### src/rtl/lsu_pkg.sv
// Shared types and lane constants for the load/store unit.
package lsu_pkg;

  typedef enum logic [1:0] {
    MEM_WORD = 2'b00,
    MEM_BYTE = 2'b01,
    MEM_HALF = 2'b10
  } mem_type_t;

  typedef enum logic [2:0] {
    S_IDLE,
    S_REQ1,
    S_WAIT1,
    S_REQ2,
    S_WAIT2,
    S_RESP
  } lsu_state_t;

  localparam logic [3:0] LANES_BYTE = 4'b0001;
  localparam logic [3:0] LANES_HALF = 4'b0011;
  localparam logic [3:0] LANES_WORD = 4'b1111;

  // Encoding 2'b11 has no enum member; it is folded into word accesses.
  function automatic mem_type_t norm_type(input logic [1:0] t);
    if (t == 2'b11) return MEM_WORD;
    return mem_type_t'(t);
  endfunction

  function automatic logic [3:0] lanes_of(input mem_type_t t);
    case (t)
      MEM_BYTE: return LANES_BYTE;
      MEM_HALF: return LANES_HALF;
      default:  return LANES_WORD;
    endcase
  endfunction

endpackage

### src/rtl/lsu_align.sv
// Combinational lane steering: per-beat byte enables and write data,
// split detection, and load-data merge with sign/zero extension.
module lsu_align
  import lsu_pkg::*;
#(
  parameter int DATA_WIDTH = 32
) (
  input  mem_type_t               i_type,
  input  logic [1:0]              i_offset,
  input  logic                    i_unsigned,
  input  logic [DATA_WIDTH-1:0]   i_wdata,
  input  logic [DATA_WIDTH-1:0]   i_beat1,
  input  logic [DATA_WIDTH-1:0]   i_beat2,
  output logic                    o_split,
  output logic [3:0]              o_be1,
  output logic [3:0]              o_be2,
  output logic [DATA_WIDTH-1:0]   o_wdata1,
  output logic [DATA_WIDTH-1:0]   o_wdata2,
  output logic [DATA_WIDTH-1:0]   o_load
);

  logic [7:0]              w_be_wide;
  logic [2*DATA_WIDTH-1:0] w_wdata_wide;
  logic [2*DATA_WIDTH-1:0] w_raw_wide;
  logic [DATA_WIDTH-1:0]   w_raw;
  logic                    w_sext;

  // Shifting into a double-width vector yields beat 1 in the low half and
  // the spill-over for beat 2 in the high half.
  always_comb begin
    w_be_wide    = {4'b0000, lanes_of(i_type)} << i_offset;
    w_wdata_wide = {{DATA_WIDTH{1'b0}}, i_wdata} << {i_offset, 3'b000};
    w_raw_wide   = {i_beat2, i_beat1} >> {i_offset, 3'b000};
    w_raw        = w_raw_wide[DATA_WIDTH-1:0];
    o_be1        = w_be_wide[3:0];
    o_be2        = w_be_wide[7:4];
    o_wdata1     = w_wdata_wide[DATA_WIDTH-1:0];
    o_wdata2     = w_wdata_wide[2*DATA_WIDTH-1:DATA_WIDTH];
    o_split      = (i_type == MEM_HALF && i_offset == 2'd3) ||
                   (i_type == MEM_WORD && i_offset != 2'd0);
    w_sext       = 1'b0;
    case (i_type)
      MEM_BYTE: begin
        w_sext = ~i_unsigned & w_raw[7];
        o_load = {{(DATA_WIDTH-8){w_sext}}, w_raw[7:0]};
      end
      MEM_HALF: begin
        w_sext = ~i_unsigned & w_raw[15];
        o_load = {{(DATA_WIDTH-16){w_sext}}, w_raw[15:0]};
      end
      default: o_load = w_raw;
    endcase
  end

endmodule

### src/rtl/load_store_unit.sv
// Load/store unit: one request at a time, split into up to two aligned
// memory beats; FSM with registered memory-port and response outputs.
module load_store_unit
  import lsu_pkg::*;
#(
  parameter int DATA_WIDTH = 32,
  parameter int ADDR_WIDTH = 32
) (
  input  logic                  clk_i,
  input  logic                  rst_i,
  input  logic                  req_valid_i,
  output logic                  req_ready_o,
  input  logic                  req_write_i,
  input  logic [1:0]            req_type_i,
  input  logic                  req_unsigned_i,
  input  logic [ADDR_WIDTH-1:0] addr_i,
  input  logic [DATA_WIDTH-1:0] wdata_i,
  output logic                  resp_valid_o,
  output logic [DATA_WIDTH-1:0] rdata_o,
  output logic                  busy_o,
  output logic                  mem_req_o,
  output logic                  mem_we_o,
  output logic [ADDR_WIDTH-1:0] mem_addr_o,
  output logic [3:0]            mem_be_o,
  output logic [DATA_WIDTH-1:0] mem_wdata_o,
  input  logic                  mem_gnt_i,
  input  logic                  mem_rvalid_i,
  input  logic [DATA_WIDTH-1:0] mem_rdata_i
);

  lsu_state_t            r_state;
  mem_type_t             r_type;
  logic [1:0]            r_off;
  logic                  r_write, r_unsigned, r_split;
  logic [DATA_WIDTH-1:0] r_wdata, r_beat1, r_rdata, r_mem_wdata;
  logic [ADDR_WIDTH-1:0] r_mem_addr;
  logic [3:0]            r_mem_be;
  logic                  r_ready, r_busy, r_resp, r_mem_req, r_mem_we;

  mem_type_t             w_type;
  logic [1:0]            w_off;
  logic [DATA_WIDTH-1:0] w_wdata, w_beat1, w_wdata1, w_wdata2, w_load;
  logic [3:0]            w_be1, w_be2;
  logic                  w_split, w_idle;

  // In IDLE the aligner sees the incoming request so beat 1 can be
  // registered on the accepting edge; afterwards it sees the held fields.
  always_comb begin
    w_idle  = (r_state == S_IDLE);
    w_type  = w_idle ? norm_type(req_type_i) : r_type;
    w_off   = w_idle ? addr_i[1:0] : r_off;
    w_wdata = w_idle ? wdata_i : r_wdata;
    w_beat1 = (r_state == S_WAIT1) ? mem_rdata_i : r_beat1;
  end

  lsu_align #(.DATA_WIDTH(DATA_WIDTH)) u_align (
    .i_type     (w_type),
    .i_offset   (w_off),
    .i_unsigned (r_unsigned),
    .i_wdata    (w_wdata),
    .i_beat1    (w_beat1),
    .i_beat2    (mem_rdata_i),
    .o_split    (w_split),
    .o_be1      (w_be1),
    .o_be2      (w_be2),
    .o_wdata1   (w_wdata1),
    .o_wdata2   (w_wdata2),
    .o_load     (w_load)
  );

  always_ff @(posedge clk_i or posedge rst_i) begin
    if (rst_i) begin
      r_state     <= S_IDLE;
      r_type      <= MEM_WORD;
      r_off       <= '0;
      r_write     <= 1'b0;
      r_unsigned  <= 1'b0;
      r_split     <= 1'b0;
      r_wdata     <= '0;
      r_beat1     <= '0;
      r_rdata     <= '0;
      r_mem_wdata <= '0;
      r_mem_addr  <= '0;
      r_mem_be    <= '0;
      r_ready     <= 1'b1;
      r_busy      <= 1'b0;
      r_resp      <= 1'b0;
      r_mem_req   <= 1'b0;
      r_mem_we    <= 1'b0;
    end else begin
      r_resp <= 1'b0;
      case (r_state)
        S_IDLE: if (req_valid_i) begin
          r_type      <= w_type;
          r_off       <= addr_i[1:0];
          r_write     <= req_write_i;
          r_unsigned  <= req_unsigned_i;
          r_split     <= w_split;
          r_wdata     <= wdata_i;
          r_mem_req   <= 1'b1;
          r_mem_we    <= req_write_i;
          r_mem_addr  <= {addr_i[ADDR_WIDTH-1:2], 2'b00};
          r_mem_be    <= w_be1;
          r_mem_wdata <= w_wdata1;
          r_ready     <= 1'b0;
          r_busy      <= 1'b1;
          r_state     <= S_REQ1;
        end
        S_REQ1, S_REQ2: if (mem_gnt_i) begin
          r_mem_req <= 1'b0;
          r_mem_we  <= 1'b0;
          r_state   <= (r_state == S_REQ1) ? S_WAIT1 : S_WAIT2;
        end
        S_WAIT1: if (mem_rvalid_i) begin
          r_beat1 <= mem_rdata_i;
          if (r_split) begin
            r_mem_req   <= 1'b1;
            r_mem_we    <= r_write;
            r_mem_addr  <= r_mem_addr + ADDR_WIDTH'(4);
            r_mem_be    <= w_be2;
            r_mem_wdata <= w_wdata2;
            r_state     <= S_REQ2;
          end else begin
            r_rdata <= r_write ? '0 : w_load;
            r_resp  <= 1'b1;
            r_state <= S_RESP;
          end
        end
        S_WAIT2: if (mem_rvalid_i) begin
          r_rdata <= r_write ? '0 : w_load;
          r_resp  <= 1'b1;
          r_state <= S_RESP;
        end
        S_RESP: begin
          r_ready <= 1'b1;
          r_busy  <= 1'b0;
          r_state <= S_IDLE;
        end
        default: r_state <= S_IDLE;
      endcase
    end
  end

  assign req_ready_o  = r_ready;
  assign resp_valid_o = r_resp;
  assign rdata_o      = r_rdata;
  assign busy_o       = r_busy;
  assign mem_req_o    = r_mem_req;
  assign mem_we_o     = r_mem_we;
  assign mem_addr_o   = r_mem_addr;
  assign mem_be_o     = r_mem_be;
  assign mem_wdata_o  = r_mem_wdata;

endmodule

### config.mk
export PLATFORM = sky130hd
export DESIGN_NAME = load_store_unit
export DESIGN_NICKNAME = d
export VERILOG_FILES = /design/src/rtl/lsu_pkg.sv /design/src/rtl/lsu_align.sv /design/src/rtl/load_store_unit.sv
export SDC_FILE = /design/constraint.sdc
export NUM_CORES = 1
export LEC_CHECK = 0
export CAP_MARGIN = 10
export CELL_PAD_IN_SITES_DETAIL_PLACEMENT = 1
export CELL_PAD_IN_SITES_GLOBAL_PLACEMENT = 1
export CORE_ASPECT_RATIO = 1.5
export CORE_MARGIN = 1
export CORE_UTILIZATION = 42
export DETAILED_ROUTE_END_ITERATION = 16
export PLACE_DENSITY_LB_ADDON = 0.1
export SYNTH_ARGS = -nofsm -noshare
export SYNTH_HDL_FRONTEND = slang
export SYNTH_SLANG_ARGS = --single-unit
### constraint.sdc
create_clock -name clk_i -period 16 [get_ports clk_i]
set_input_delay 2.4 -clock clk_i [delete_from_list [all_inputs] [get_ports clk_i]]
set_output_delay 2.4 -clock clk_i [all_outputs]
set_load 0.01 [all_outputs]
==> flow_summary.json <==
{
  "hpwl_um": 23170,
  "rr_worst_depth": 9,
  "reg2reg_setup_slack_ns": 12.00,
  "dr_wl_met2_um": 17980,
  "hold_violations": 0,
  "yosys_warnings": 0,
  "drc": 0,
  "hold_depth": 2,
  "io_buffers": 207,
  "setup-tns-final_ns": 0,
  "cp.arrival_ns": 5.45,
  "drive_gt1_share_pct": 11.84,
  "highest_layer": "met4",
  "h-tree-depth": 4,
  "cp_num_buf_inv": 2,
  "power_density_nw_per_um2": 225.6,
  "critical_path.startpoint": "addr_i[1]",
  "sw_frac_of_total_pct": 44.68,
  "switching_power_mw": 1.328,
  "grt_start_max_net_pins": 109,
  "rsz0062_at_grt": "no",
  "synth_top_area_share_pct": 42.57,
  "start_util_pct": 42.65,
  "skew_ns": 0.009821,
  "ioPinCount": 210,
  "cp-end-kind": "register",
  "p_seq_share_pct": 28.7,
  "die-area_um2": 25280,
  "synth_area_leaders": "dfrtp_1 (43%), mux2_2 (8.5%), mux2i_1 (6.1%)",
  "clk_path_buf_depth": 2,
  "synth-edff-count": 0,
  "clkPwrFrac_pct": 13.7,
  "grt_pass1_wl_um": 54630,
  "combPwrFrac_pct": 57.7,
  "cp_slowest_stage_delay_ns": 0.56,
  "nets": 1406,
  "postCtsSetupBuffers": 0,
  "crit_top_cell": "o211a_1",
  "criticalPathCategory": "primary input to register",
  "status": "completed",
  "root_buffer": "clkbuf_16",
  "crit_required_ns": 16.34,
  "crit_path_max_fanout": 46,
  "routed_wl_um": 34240,
  "syn_to_final_growth_pct": 27.38,
  "fin_crit_ns": 5.110,
  "wl_met3_um": 1312,
  "start_kind": "primary input",
  "first_pass_iters": 5,
  "slew_headroom_pct": 27.43,
  "die_x_um": 130.2,
  "synthCells": 1146,
  "seq_area_frac_synth_pct": 42.82,
  "layout_commonest_cell": "clkdlybuf4s50_1",
  "report.final.slew_viol_count": 0,
  "fin_crit_sh_pct": 31.94,
  "timing.rr.end": "rdata_o[10]",
  "p_int_mw": 1.645,
  "gp_congestion": 0.8097,
  "slowest_stage": "nor4b_2",
  "place_ws_ns": 10.51,
  "regToRegStartpoint": "r_state[0]",
  "worstMarginPinSlew_ns": 1.089,
  "path_cells": "clkdlybuf4s50_1, nor4b_2, or2_2, buf_4, o211a_1, o211a_1, a221oi_1, o21ai_0",
  "cts_made_buffers": 17,
  "die_y_um": 194.2,
  "cpLargestDelayFamily": "compound AO/OA/AOI/OAI gates",
  "hold_buffers": 0,
  "hp-start": "rdata_o[21]",
  "syn_area_um2": 10350,
  "final_util_pct": 54.32,
  "synth_area_leader_cell": "dfrtp_1",
  "grt.total_usage_pct": 28.12,
  "wl_met1_um": 13660,
  "first_iter_violations": 500,
  "via_per_inst": 5.882,
  "vias": 9612,
  "cts_resized": 0,
  "first_global_vias": 10080,
  "row_count": 70,
  "overflow": 0,
  "cts_tree": "yes",
  "async_flop_share_pct": 100.0,
  "clk_latency_ns": 0.44,
  "maxCapViolations": 0,
  "worst_hold_path_type": "register to register",
  "synth_ff_type": "dfrtp_1",
  "ys_ff_latch": 177,
  "power.leakage_nw": 5.483,
  "vdd_drop_max_v": 0.0001096,
  "wl_per_cell_um": 20.95,
  "whs_endpoint": "rdata_o[21]",
  "grt_antenna_before_repair": 1,
  "ys_types": 70,
  "layout_common_cells": "clkdlybuf4s50_1 (207), dfrtp_1 (176), nand2_1 (167)",
  "ant_nets": 0,
  "clk_pin_slew_ns": 0.07,
  "syn-mean-instance-area_um2": 9.028,
  "fin_ws_ns": 10.89,
  "core_area_um2": 24260,
  "fmax_mhz": 195.7,
  "clock_sinks": 177,
  "setup_viol": 0
}
==> worst max-delay path by stage <==
stage / end / cells after the start / slack, ns
2_1_floorplan: busy_o / 1 / 8.80
3_3_place_gp: rdata_o[14] / 8 / 10.63
3_5_place_dp: rdata_o[10] / 8 / 10.51
4_1_cts: rdata_o[10] / 8 / 10.93
5_1_grt: rdata_o[9] / 8 / 10.78
6_report: rdata_o[10] / 8 / 10.89
==> layout make-up <==
cell class	instances	area [um^2]
Antenna cell	1	2.502
Clock buffer	22	474.2
Clock inverter	9	83.83
Fill cell	2828	11080
Inverter	15	61.31
Multi-Input combinational cell	860	5507
Sequential cell	177	4431
Tap cell	324	405.4
Timing Repair Buffer	226	2215
==> power by group through the flow <==
stage | Sequential [mW] | Clock [mW] | Combinational (mW)
after floorplan | 0.850 | 0 | 1.08
after global placement | 0.848 | 0 | 1.67
after detailed placement | 0.857 | 0 | 1.71
after CTS | 0.852 | 0.414 | 1.72
after global routing | 0.882 | 0.428 | 1.88
final | 0.853 | 0.406 | 1.71
==> worst min-delay path, cell delays in order, from the launching register on <==
cell	delay [ns]
dfrtp_1	0.34
nand2_1	0.06
o21ai_2	0.05
==> cells by family after synthesis <==
kind of cell,count (synthesis),share of synthesized area (%)
AO/OA/AOI/OAI,331,20.62
XOR/XNOR,1,0.08467
adder cells (fa/ha/maj),4,0.4838
buffers and inverters,110,4.450
flip-flops,177,42.82
multiplexers,143,14.86
other,1,0.03625
AND/OR/NAND/NOR,379,16.64
==> metal layers <==
layer / vias up / global-route usage, %
li1: 4439 / -
met1: 4850 / 33.52
met2: 252 / 48.90
met3: 71 / 4.001
met4: 0 / 13.26
met5: - / 0
==> registers in the layout, indices dropped and copies added, names as in the netlist, 2 cells and up <==
signal       cells
mem_wdata_o     32
r_state          3
r_type           2
r_beat1         32
mem_be_o         4
mem_addr_o      30
rdata_o         32
r_wdata         32
r_off            2
==> synthesized netlist by cell type, drive strengths merged (21+ instances only) <==
cell type  count
a21oi        101
nor2          88
o21ai         87
nand2        167
mux2i         64
clkbuf        55
dfrtp        176
a221oi        22
and3          23
mux2          79
buf           40
a211oi        21
nand3         34
==> per-stage QoR <==
stage | instance area [um^2] | total power, mW | std cells | hold WS, ns
6_report | 13180 | 2.973 | 1634 | 0.4759
5_1_grt | 13180 | 3.191 | 1634 | 0.5034
4_1_cts | 13180 | 2.987 | 1633 | 0.4765
3_5_place_dp | 12620 | 2.568 | 1602 | 0.4652
3_3_place_gp | 12620 | 2.517 | 1602 | 0.4584
2_1_floorplan | 10350 | 1.929 | 1147 | 0.4502
(Power assumes the default switching activity.)
